===== config.mk =====
export PLATFORM = sky130hd
export DESIGN_NAME = usrt_ctrl_regs
export DESIGN_NICKNAME = d
export VERILOG_FILES = /design/src/rtl/usrt_pkg.sv /design/src/rtl/usrt_event_flag.sv /design/src/rtl/usrt_ctrl_regs.sv
export SDC_FILE = /design/constraint.sdc
export NUM_CORES = 1
export LEC_CHECK = 0
export ABC_CLOCK_PERIOD_IN_PS = 2140
export CAP_MARGIN = 30
export CORE_ASPECT_RATIO = 0.9
export CORE_MARGIN = 1
export CORE_UTILIZATION = 25
export CTS_BUF_LIST = sky130_fd_sc_hd__clkbuf_16
export DETAILED_ROUTE_END_ITERATION = 7
export HOLD_SLACK_MARGIN = 0.02
export PLACE_DENSITY = 0.51
export RECOVER_POWER = 25
export SLEW_MARGIN = 20
export SYNTH_ARGS = -nofsm -noshare
export SYNTH_HDL_FRONTEND = slang
export SYNTH_HIERARCHICAL = 1
export SYNTH_SLANG_ARGS = --single-unit

===== constraint.sdc =====
create_clock -name i_Pclk -period 2.14 [get_ports i_Pclk]
set_clock_uncertainty 0.05 [all_clocks]
set_input_delay 0.642 -clock i_Pclk [delete_from_list [all_inputs] [get_ports i_Pclk]]
set_output_delay 0.642 -clock i_Pclk [all_outputs]
set_load 0.05 [all_outputs]

===== src/rtl/usrt_pkg.sv =====
// Shared constants for the USRT control/status register file: register map,
// bit positions, parity encodings and the preset baud-divisor table.
package usrt_pkg;

    localparam int REG_CTRL   = 0;
    localparam int REG_STATUS = 1;
    localparam int REG_IRQ_EN = 2;
    localparam int REG_DIV_LO = 3;
    localparam int REG_DIV_HI = 4;

    localparam int CTRL_PAR_LSB    = 3;
    localparam int CTRL_PAR_MSB    = 4;
    localparam int CTRL_USE_CUSTOM = 5;
    localparam int CTRL_TX_EN      = 6;
    localparam int CTRL_RX_EN      = 7;

    localparam int ST_TX_BUSY  = 0;
    localparam int ST_RX_FULL  = 1;
    localparam int ST_FLAG_LSB = 2;
    localparam int NUM_FLAGS   = 4;

    // Index of each sticky flag within the STATUS[5:2] group
    localparam int FLAG_TX_DONE    = 0;
    localparam int FLAG_RX_NEW     = 1;
    localparam int FLAG_RX_OVERRUN = 2;
    localparam int FLAG_PARITY_ERR = 3;

    typedef enum logic [1:0] {
        PARITY_NONE  = 2'd0,
        PARITY_ODD   = 2'd1,
        PARITY_EVEN  = 2'd2,
        PARITY_SPACE = 2'd3
    } parity_e;

    localparam logic [2:0] BAUD_SEL_9600 = 3'd3;

    function automatic int unsigned baud_div(input int unsigned clk_hz, input logic [2:0] sel);
        int unsigned baud;
        case (sel)
            3'd0:    baud = 1200;
            3'd1:    baud = 2400;
            3'd2:    baud = 4800;
            3'd3:    baud = 9600;
            3'd4:    baud = 19200;
            3'd5:    baud = 38400;
            3'd6:    baud = 57600;
            default: baud = 115200;
        endcase
        return clk_hz / baud;
    endfunction

endpackage


===== src/rtl/usrt_event_flag.sv =====
// One sticky status bit: set by an event, cleared by write-1-to-clear,
// with set taking priority when both happen in the same cycle.
module usrt_event_flag (
    input  logic clk,
    input  logic rst_n,
    input  logic i_set,
    input  logic i_clr,
    output logic o_flag
);

    logic flag_q;
    logic flag_d;

    always_comb begin
        flag_d = i_set | (flag_q & ~i_clr);
    end

    always_ff @(posedge clk or negedge rst_n) begin
        if (!rst_n) begin
            flag_q <= 1'b0;
        end else begin
            flag_q <= flag_d;
        end
    end

    assign o_flag = flag_q;

endmodule


===== src/rtl/usrt_ctrl_regs.sv =====
// APB control/status register file for the USRT: one-wait-state handshake,
// preset or custom baud divisor, sticky event flags and a masked interrupt.
module usrt_ctrl_regs
    import usrt_pkg::*;
#(
    parameter int CLK_HZ     = 10_000_000,
    parameter int DIV_WIDTH  = 14,
    parameter int ADDR_WIDTH = 3,
    parameter int MIN_DIV    = 4
) (
    input  logic                  i_Pclk,
    input  logic                  i_Reset_n,
    input  logic                  i_Psel,
    input  logic                  i_Penable,
    input  logic                  i_Pwrite,
    input  logic [ADDR_WIDTH-1:0] i_Paddr,
    input  logic [7:0]            i_Pwdata,
    output logic [7:0]            o_Prdata,
    output logic                  o_Pready,
    output logic                  o_Pslverr,
    input  logic                  i_Tx_Busy,
    input  logic                  i_Rx_Full,
    input  logic                  i_Parity_Err,
    output logic [1:0]            o_Parity,
    output logic [DIV_WIDTH-1:0]  o_Baud,
    output logic                  o_Tx_En,
    output logic                  o_Rx_En,
    output logic                  o_Cfg_Update,
    output logic                  o_Irq
);

    localparam logic [DIV_WIDTH-1:0] DIV_RESET = DIV_WIDTH'(baud_div(CLK_HZ, BAUD_SEL_9600));
    localparam logic [DIV_WIDTH-1:0] DIV_MIN   = DIV_WIDTH'(MIN_DIV);

    logic [7:0]           ctrl_q,    ctrl_d;
    logic [3:0]           irq_en_q,  irq_en_d;
    logic [DIV_WIDTH-1:0] div_q,     div_d;
    logic [7:0]           shadow_q,  shadow_d;
    logic                 pready_q,  pready_d;
    logic                 pslverr_q, pslverr_d;
    logic [7:0]           prdata_q,  prdata_d;
    logic                 cfg_upd_q, cfg_upd_d;
    logic                 irq_q,     irq_d;
    logic                 tx_busy_q, rx_full_q;

    logic [NUM_FLAGS-1:0] flags;
    logic [NUM_FLAGS-1:0] flag_set;
    logic [NUM_FLAGS-1:0] flag_clr;
    logic [DIV_WIDTH-1:0] preset_tbl [8];
    logic [7:0]           rd_data;
    logic                 rd_mapped;
    logic                 xfer;
    logic                 wr_commit;
    logic                 rx_rise;

    // pready_q doubles as the ack flop: set at the end of cycle A, so cycle B
    // presents the response and commits writes at its closing edge.
    assign xfer      = i_Psel & i_Penable;
    assign wr_commit = xfer & pready_q & i_Pwrite;
    assign rx_rise   = i_Rx_Full & ~rx_full_q;

    for (genvar gi = 0; gi < 8; gi++) begin : g_preset
        assign preset_tbl[gi] = DIV_WIDTH'(baud_div(CLK_HZ, 3'(gi)));
    end

    assign flag_set[FLAG_TX_DONE]    = tx_busy_q & ~i_Tx_Busy;
    assign flag_set[FLAG_RX_NEW]     = rx_rise;
    assign flag_set[FLAG_RX_OVERRUN] = rx_rise & flags[FLAG_RX_NEW];
    assign flag_set[FLAG_PARITY_ERR] = i_Parity_Err;

    for (genvar gi = 0; gi < NUM_FLAGS; gi++) begin : g_flag
        assign flag_clr[gi] = wr_commit && (int'(i_Paddr) == REG_STATUS)
                              && i_Pwdata[ST_FLAG_LSB + gi];
        usrt_event_flag u_flag (
            .clk    (i_Pclk),
            .rst_n  (i_Reset_n),
            .i_set  (flag_set[gi]),
            .i_clr  (flag_clr[gi]),
            .o_flag (flags[gi])
        );
    end

    always_comb begin
        rd_data   = 8'h00;
        rd_mapped = 1'b1;
        case (int'(i_Paddr))
            REG_CTRL:   rd_data = ctrl_q;
            REG_STATUS: rd_data = {2'b00, flags, i_Rx_Full, i_Tx_Busy};
            REG_IRQ_EN: rd_data = {2'b00, irq_en_q, 2'b00};
            REG_DIV_LO: rd_data = div_q[7:0];
            REG_DIV_HI: rd_data = 8'(16'(div_q) >> 8);
            default:    rd_mapped = 1'b0;
        endcase
    end

    always_comb begin
        ctrl_d    = ctrl_q;
        irq_en_d  = irq_en_q;
        div_d     = div_q;
        shadow_d  = shadow_q;
        pready_d  = xfer & ~pready_q;
        prdata_d  = 8'h00;
        pslverr_d = 1'b0;
        cfg_upd_d = 1'b0;
        irq_d     = |(flags & irq_en_q);
        if (xfer && !pready_q) begin
            prdata_d  = rd_data;
            pslverr_d = ~rd_mapped;
        end
        if (wr_commit) begin
            case (int'(i_Paddr))
                REG_CTRL: begin
                    ctrl_d    = i_Pwdata;
                    cfg_upd_d = 1'b1;
                end
                REG_IRQ_EN: irq_en_d = i_Pwdata[ST_FLAG_LSB +: NUM_FLAGS];
                REG_DIV_LO: shadow_d = i_Pwdata;
                REG_DIV_HI: begin
                    div_d     = DIV_WIDTH'({i_Pwdata, shadow_q});
                    cfg_upd_d = 1'b1;
                end
                default: ;
            endcase
        end
    end

    always_ff @(posedge i_Pclk or negedge i_Reset_n) begin
        if (!i_Reset_n) begin
            ctrl_q    <= {5'b00000, BAUD_SEL_9600};
            irq_en_q  <= '0;
            div_q     <= DIV_RESET;
            shadow_q  <= 8'h00;
            pready_q  <= 1'b0;
            pslverr_q <= 1'b0;
            prdata_q  <= 8'h00;
            cfg_upd_q <= 1'b0;
            irq_q     <= 1'b0;
            tx_busy_q <= 1'b0;
            rx_full_q <= 1'b0;
        end else begin
            ctrl_q    <= ctrl_d;
            irq_en_q  <= irq_en_d;
            div_q     <= div_d;
            shadow_q  <= shadow_d;
            pready_q  <= pready_d;
            pslverr_q <= pslverr_d;
            prdata_q  <= prdata_d;
            cfg_upd_q <= cfg_upd_d;
            irq_q     <= irq_d;
            tx_busy_q <= i_Tx_Busy;
            rx_full_q <= i_Rx_Full;
        end
    end

    always_comb begin
        if (ctrl_q[CTRL_USE_CUSTOM]) begin
            o_Baud = (div_q < DIV_MIN) ? DIV_MIN : div_q;
        end else begin
            o_Baud = preset_tbl[ctrl_q[2:0]];
        end
    end

    assign o_Parity     = ctrl_q[CTRL_PAR_MSB:CTRL_PAR_LSB];
    assign o_Tx_En      = ctrl_q[CTRL_TX_EN];
    assign o_Rx_En      = ctrl_q[CTRL_RX_EN];
    assign o_Prdata     = prdata_q;
    assign o_Pready     = pready_q;
    assign o_Pslverr    = pslverr_q;
    assign o_Cfg_Update = cfg_upd_q;
    assign o_Irq        = irq_q;

endmodule


==> flow_summary_export.csv, run 1 <==
group,metric,value,unit
cts,cts_sinks,52,
worst_setup_path,critPathMaxFanout,3,
final_layout,seq_area,0.001310,mm²
drt,firstDrtPassIters,4,
global_routing,grt_max_degree,32,
synth,synthFlopType,"dfrtp_1",
placement,dp_hpwl,5.265,mm
synth,synth.top_cell.area_share,0.4590,
worst_setup_path,slowest_stage,"dfstp_2",
drt,ant_nets,0,
die,io_pins,49,
worst_setup_path,worst_setup_path_start_kind,"flop",
pwr,p_per_area,634.3,mW/mm²
synth,synth.most_common_cell,"dfrtp_1",
synth,syn_area_per_cell,12.26,µm²
drt,vias,2000,
drt,drt-total-wl,7.245,mm
worst_setup_path,required,1.45,ns
die,die_area,0.01066,mm²
placement,port_buffers,48,
drt,drcViolationCount,0,
synth,synth_nets,233,
drt,drt_iter0_drc,62,
cts,ctsHtreeMaxLevel,2,
synth,ys_async_sr_fraction,1.000,
cts,cts_made_buffers,5,
synth,ys_seq_area_frac,0.5103,
global_routing,met3_usage,0.03004,
worst_setup_path,cp_slowest_stage_delay,0.57,ns
min_path,whs_path_depth,1,
timing,fin_crit,2.369,ns
cts,root_buffer,"clkbuf_16",
global_routing,grtUsageMet1,0.2098,
timing,slew_headroom,0.2682,
placement,dp_slack,-0.3595,ns
cts,clkSlewWorstSetupHoldPaths,0.07,ns
synth,yosys.area.top_type,"dfrtp_1",
drt,post_drt_wl_per_cell,16.81,µm
synth,synth-seq-cells,52,
die,die_y,98.05,µm
timing,tightest_slew,1.098,ns
final_layout,layout.nets,328,
min_path,hold_class,"reg2reg",
global_routing,top_usage_layer,"met1",
global_routing,gr-total-overflow,0,
pwr,p_leak,0.001801,µW
timing,min_period_over_period,1.107,
outcome,status,"finished, violations left",
global_routing,gr-usage-all-layers,0.1403,
final_layout,instances_no_fill,431,
die,initial_core_util,0.2608,
synth,synth_edf_count,0,
synth,syn-cell-area,0.002562,mm²
cts,ctsHoldBuffers,0,
timing,max_freq,422.1,MHz
outcome,violations,"setup timing",
global_routing,grt_antenna_before_repair,0,
timing,worst_hold_slack,0.4281,ns
global_routing,grt_pass1_vias,2059,
final_layout,area_growth,55.08,%
final_layout,drive_gt1_frac,0.5672,
synth,yosysWarnings,6,
die,core_region_area,0.009827,mm²
cts,cts_tree,"done",
die,die_w,108.7,µm
final_layout,fillers,946,
timing,setup_viol,14,
pwr,ir_worst_vdd,330.8,µV
cts,clock_latency,0.28,ns
worst_setup_path,ff2ff_path_depth,4,
worst_setup_path,end_kind,"primary output",
final_layout,multi_input_area,0.001339,mm²
global_routing,grt_pass1_wl,11.36,mm
placement,dp.cells,414,
synth,syn_inst,209,
synth,yosys-top-cells-area,"dfrtp_1 (46%), mux2_2 (15%), mux2_4 (5.9%)",
timing,setup_ws,-0.2291,ns
worst_setup_path,path_class,"reg2out",
timing,drv_slew,0,
timing,hold_viol_final,0,
final_layout,n_antenna_cell,0,
global_routing,grtUsageMet2,0.2055,
drt,vias_per_cell,4.640,
worst_setup_path,cp_cell_sequence,"inv_2, ha_4, nor2b_4, mux2_4, buf_8",
flow_run,max-cap-violations,0,
placement,place_congestion,0.7847,
final_layout,fin_util,0.4044,
cts,cts.path.max_buffers,2,
timing,rsz0062_at_grt,"yes",
synth,ys_types,38,
synth,synth_commonest_cells,"dfrtp_1 (47), mux2_2 (33), nand2_1 (13)",
worst_setup_path,critical_path_arrival,1.68,ns
pwr,total_power,2520,µW
die,rows,34,
power breakdown:
part | leakage, µW | internal [µW] | switching [µW] | total [µW]
Sequential | 0.000670 | 1030 | 36.2 | 1070
Clock | 0.0000738 | 422 | 340 | 762
Combinational | 0.00106 | 320 | 370 | 689
Total | 0.00180 | 1770 | 746 | 2520
timing repair:
| action | CTS | global route |
|---|---|---|
| gates resized for setup | 46 | 14 |
| pin swaps | 6 | 5 |
| endpoints found under the setup margin | 27 | 18 |
| buffers inserted | 5 | 3 |
| gates cloned | 1 | 0 |
registers in the layout (all words and copies together) (netlist names):
name                  count
div_q                    14
ctrl_q                    8
o_Prdata                  8
shadow_q                  8
g_flag.u_flag/o_flag      4
irq_en_q                  4
o_Cfg_Update              1
o_Irq                     1
o_Pready                  1
o_Pslverr                 1
rx_full_q                 1
tx_busy_q                 1
through the flow:
step	TNS, ns	instance area (µm²)
after detailed placement	-10.30	3507
after global placement	-9.745	3507
after floorplan	-0.3700	2587
after CTS	-2.414	3876
after global routing	-2.879	3974
final	-2.076	3974
path summary, 6_finish.rpt:
kind	slack, ns	end	from
min in group asynchronous	0.51	tx_busy_q	i_Reset_n
min reg2reg	0.43	o_Pslverr	o_Pready
max reg2reg	0.43	div_q[5]	o_Pready
min	0.43	o_Pslverr	o_Pready
max in group asynchronous	0.70	o_Pready	i_Reset_n
max	-0.23	o_Baud[13]	ctrl_q[0]
layout by cell type, fill, tap and decap left out, types with 2 or more instances in the layout:
master / n
nor3_1: 5
o21ai_2: 3
nor2b_1: 4
dfstp_2: 5
nand2_1: 11
a21oi_1: 4
ha_4: 5
clkbuf_1: 2
buf_6: 9
a21o_1: 4
o22ai_2: 2
dlygate4sd2_1: 3
a32oi_1: 6
inv_2: 2
buf_8: 3
mux2_2: 31
dfrtp_1: 45
dfrtp_2: 2
mux2_4: 12
inv_1: 6
clkbuf_16: 5
nor2_1: 4
buf_4: 58
and2_1: 5
nand2_2: 2
a22oi_1: 6
clkdlybuf4s50_1: 14
a21oi_2: 5
a221oi_1: 2
nor4_2: 3
buf_12: 11
o21ai_1: 2
cell families (layout without fill, tap and decap cells):
group                      Yosys count  after routing  synth area share
buffers and inverters               20            116           0.04345
and+or+nand+nor                     48             48            0.1094
adders and majority gates            5              5           0.02441
AOI/OAI and AO/OA                   40             40            0.1050
DFF                                 52             52            0.5103
muxes                               44             44            0.2075
cell type report:
class                   count  area share
repair buffers            102      0.2538
clock inverters             3    0.002834
multi-input cells         137      0.3369
well taps                 126     0.03967
clock buffers               5     0.03149
inverters                   6    0.005668
flip-flops and latches     52      0.3297
per-layer routing:
layer  part of all wire  routed length (µm)
met5                  0                   0
met4              0.011                  78
met1               0.50                3600
met2               0.44                3156
met3              0.057                 410
critical path: cells and delay by family, from the launching register on:
kind                       cells  cell delay [ns]
buffers and inverters          2             0.23
muxes                          1             0.28
DFF                            1             0.57
adders and majority gates      1             0.17
and+or+nand+nor                1             0.13
No activity file was read; power rests on OpenSTA's default activity.
==> inputs of run 2 (changes only) <==
--- a/config.mk
+++ b/config.mk
@@ -5,7 +5,8 @@
 export SDC_FILE = /design/constraint.sdc
 export NUM_CORES = 1
 export LEC_CHECK = 0
-export ABC_CLOCK_PERIOD_IN_PS = 2140
+export ABC_AREA = 1
+export ABC_CLOCK_PERIOD_IN_PS = 2600
 export CAP_MARGIN = 30
 export CORE_ASPECT_RATIO = 0.9
 export CORE_MARGIN = 1
==> constraint.sdc (replaced) <==
create_clock -name i_Pclk -period 2.6 [get_ports i_Pclk]
set_clock_uncertainty 0.05 [all_clocks]
set_input_delay 0.78 -clock i_Pclk [delete_from_list [all_inputs] [get_ports i_Pclk]]
set_output_delay 0.78 -clock i_Pclk [all_outputs]
set_load 0.05 [all_outputs]
==> run 2 against run 1 <==
Net effect: the flow now finishes without violations; register-to-register slack gained 0.75 ns; critical path depth is the same; hold slack gained 0.0039 ns; count of clock-buffer cells in the layout is the same; setup slack gained 0.29 ns; sequential share of layout area grew 4.5 points; non-clock buffer count shrank 46; cell area shrank 12%; combinational power shrank 28%; largest cell class is now sequential cells; largest power group unchanged.
==> flow_summary_export.csv, run 2 <==
group,metric,value,unit
outcome,status,"complete, no violations",
placement,dp_slack,0.1537,ns
global_routing,gr-usage-all-layers,0.1343,
drt,drt-total-wl,6.935,mm
synth,syn-cell-area,0.002628,mm²
placement,place_congestion,0.8308,
synth,synth.most_common_cell,"nand2_1",
timing,fin_setup_tns,0,ns
timing,fin_crit,2.540,ns
worst_setup_path,critPathMaxFanout,4,
die,die_y,99.26,µm
cts,cts_sinks,52,
global_routing,grt_pass1_vias,2102,
cts,ctsHoldBuffers,0,
pwr,p_leak,0.001625,µW
global_routing,grt_max_degree,53,
drt,drt_iter0_drc,140,
final_layout,area_growth,32.86,%
drt,ant_nets,0,
placement,port_buffers,48,
synth,syn_area_per_cell,8.422,µm²
timing,setup_ws,0.05992,ns
timing,hold_viol_final,0,
timing,tightest_slew,1.283,ns
timing,min_period_over_period,0.9770,
cts,ctsHtreeMaxLevel,2,
cts,cts_tree,"done",
die,initial_core_util,0.2564,
global_routing,grt_antenna_before_repair,0,
placement,dp_hpwl,5.275,mm
synth,yosys-top-cells-area,"dfrtp_1 (45%), nand2_1 (12%), dfstp_2 (5.0%)",
worst_setup_path,cp_slowest_stage_delay,0.58,ns
timing,max_freq,393.7,MHz
drt,post_drt_wl_per_cell,14.04,µm
min_path,hold_class,"reg2reg",
synth,synth.top_cell.area_share,0.4476,
drt,firstDrtPassIters,4,
worst_setup_path,critical_path_arrival,1.71,ns
pwr,p_per_area,615.2,mW/mm²
synth,ys_types,32,
synth,synthFlopType,"dfrtp_1",
global_routing,grt_pass1_wl,11.12,mm
synth,synth-seq-cells,52,
final_layout,fillers,1109,
drt,drcViolationCount,0,
timing,slew_headroom,0.1445,
die,rows,35,
synth,ys_async_sr_fraction,1.000,
final_layout,layout.nets,388,
synth,synth_nets,336,
drt,vias_per_cell,4.506,
die,core_region_area,0.01025,mm²
synth,synth_edf_count,0,
cts,cts.path.max_buffers,2,
final_layout,top_register,"div_q",
worst_setup_path,slowest_stage,"dfstp_2",
worst_setup_path,critical_path_buf_inv_count,2,
cts,clock_latency,0.29,ns
synth,synth_commonest_cells,"nand2_1 (84), dfrtp_1 (47), inv_1 (31), nor2_1 (31), nand3_1 (15)",
synth,yosys.area.top_type,"dfrtp_1",
die,die_area,0.01093,mm²
final_layout,n_antenna_cell,0,
worst_setup_path,required,1.77,ns
synth,yosysWarnings,6,
final_layout,final_cell_mix,"nand2_1 (84), dfrtp_1 (47), clkdlybuf4s50_1 (31), nor2_1 (30), inv_1 (30)",
final_layout,multi_input_area,0.001095,mm²
drt,vias,2226,
worst_setup_path,crit_family,"flip-flops",
pwr,ir_worst_vdd,264.5,µV
cts,root_buffer,"clkbuf_16",
cts,cts_made_buffers,5,
worst_setup_path,cp_cell_sequence,"inv_1, ha_1, a22oi_2, nand2_1, buf_6",
die,io_pins,49,
final_layout,final_common_cell,"nand2_1",
cts,clkSlewWorstSetupHoldPaths,0.07,ns
synth,ys_seq_area_frac,0.4976,
synth,syn_inst,312,
worst_setup_path,end_kind,"primary output",
global_routing,gr-total-overflow,0,
timing,setup_viol,0,
final_layout,drive_gt1_frac,0.1781,
die,die_w,110.1,µm
final_layout,seq_area,0.001308,mm²
final_layout,largest_reg_flops,14,
timing,drv_slew,0,
timing,rsz0062_at_grt,"yes",
flow_run,max-cap-violations,0,
worst_setup_path,path_class,"reg2out",
worst_setup_path,worst_setup_path_start_kind,"flop",
## run 2: cell types whose count changed after synthesis, sizes merged, moves of 15 or more
cell,change
nand3,+15
inv,+29
nor2,+30
o21ai,+28
nand2,+79
mux2,-43
## run 2: metrics by stage
step | utilization | area [µm²] | power (µW) | instances | hold WS, ns
2_1_floorplan | - | 2628 | 1190 | 312 | 0.3991
5_1_grt | 0.3407 | 3491 | 2237 | 494 | 0.4565
3_5_place_dp | 0.3223 | 3303 | 1408 | 485 | 0.4211
4_1_cts | 0.3394 | 3478 | 2161 | 494 | 0.4405
6_report | 0.3407 | 3491 | 2148 | 494 | 0.4320
3_3_place_gp | 0.3223 | 3303 | 1408 | 485 | 0.4118
## run 2: final cells by class
type / count / share of cell area
Sequential cell: 52 / 0.3746
Multi-Input combinational cell: 212 / 0.3136
Timing Repair Buffer: 56 / 0.1760
Tap cell: 129 / 0.04624
Inverter: 37 / 0.04158
Clock buffer: 5 / 0.03584
Clock inverter: 3 / 0.01219
## run 2: worst paths after layout
path / start / end / slack [ns] / depth (start not counted)
min reg2reg: o_Pready / o_Pready / 0.43 / 1
min in group asynchronous: i_Reset_n / o_Prdata[3] / 0.80 / 2
max reg2reg: o_Pready / ctrl_q[4] / 1.18 / 5
max: ctrl_q[0] / o_Baud[1] / 0.06 / 5
max in group asynchronous: i_Reset_n / ctrl_q[4] / 0.92 / 2
min: o_Pready / o_Pready / 0.43 / 1
## run 2: routing by layer
layer  track usage  part of all wire  vias to the layer above
li1              -                 -                     1112
met1        0.1962              0.47                     1032
met2        0.1995              0.45                       74
met3       0.02228             0.066                        8
met4       0.04513             0.015                        0
met5             0                 0                        -
## run 2: cells by family (layout without fill, tap and decap cells)
group,count (synthesis),in the layout,share of synthesized area
and+or+nand+nor,157,157,0.2771
adders and majority gates,5,5,0.02381
buffers and inverters,48,101,0.08857
DFF,52,52,0.4976
AOI/OAI and AO/OA,50,50,0.1129
## run 2: timing repair
item                                    CTS  global route
endpoints found under the setup margin    1             3
resized for setup                         0             5
setup buffers                             1             0
## run 2: power by group
part / internal, µW / leakage, µW / switching [µW]
logic: 183 / 0.000889 / 310
registers: 860 / 0.000656 / 41.5
clock network: 453 / 0.0000798 / 300
total: 1500 / 0.00162 / 652
## run 2: worst register-to-register path, delay by kind of cell (launching register included)
family             cells  cell delay, ns
AOI/OAI and AO/OA      1            0.06
DFF                    1            0.37
and+or+nand+nor        4            0.82
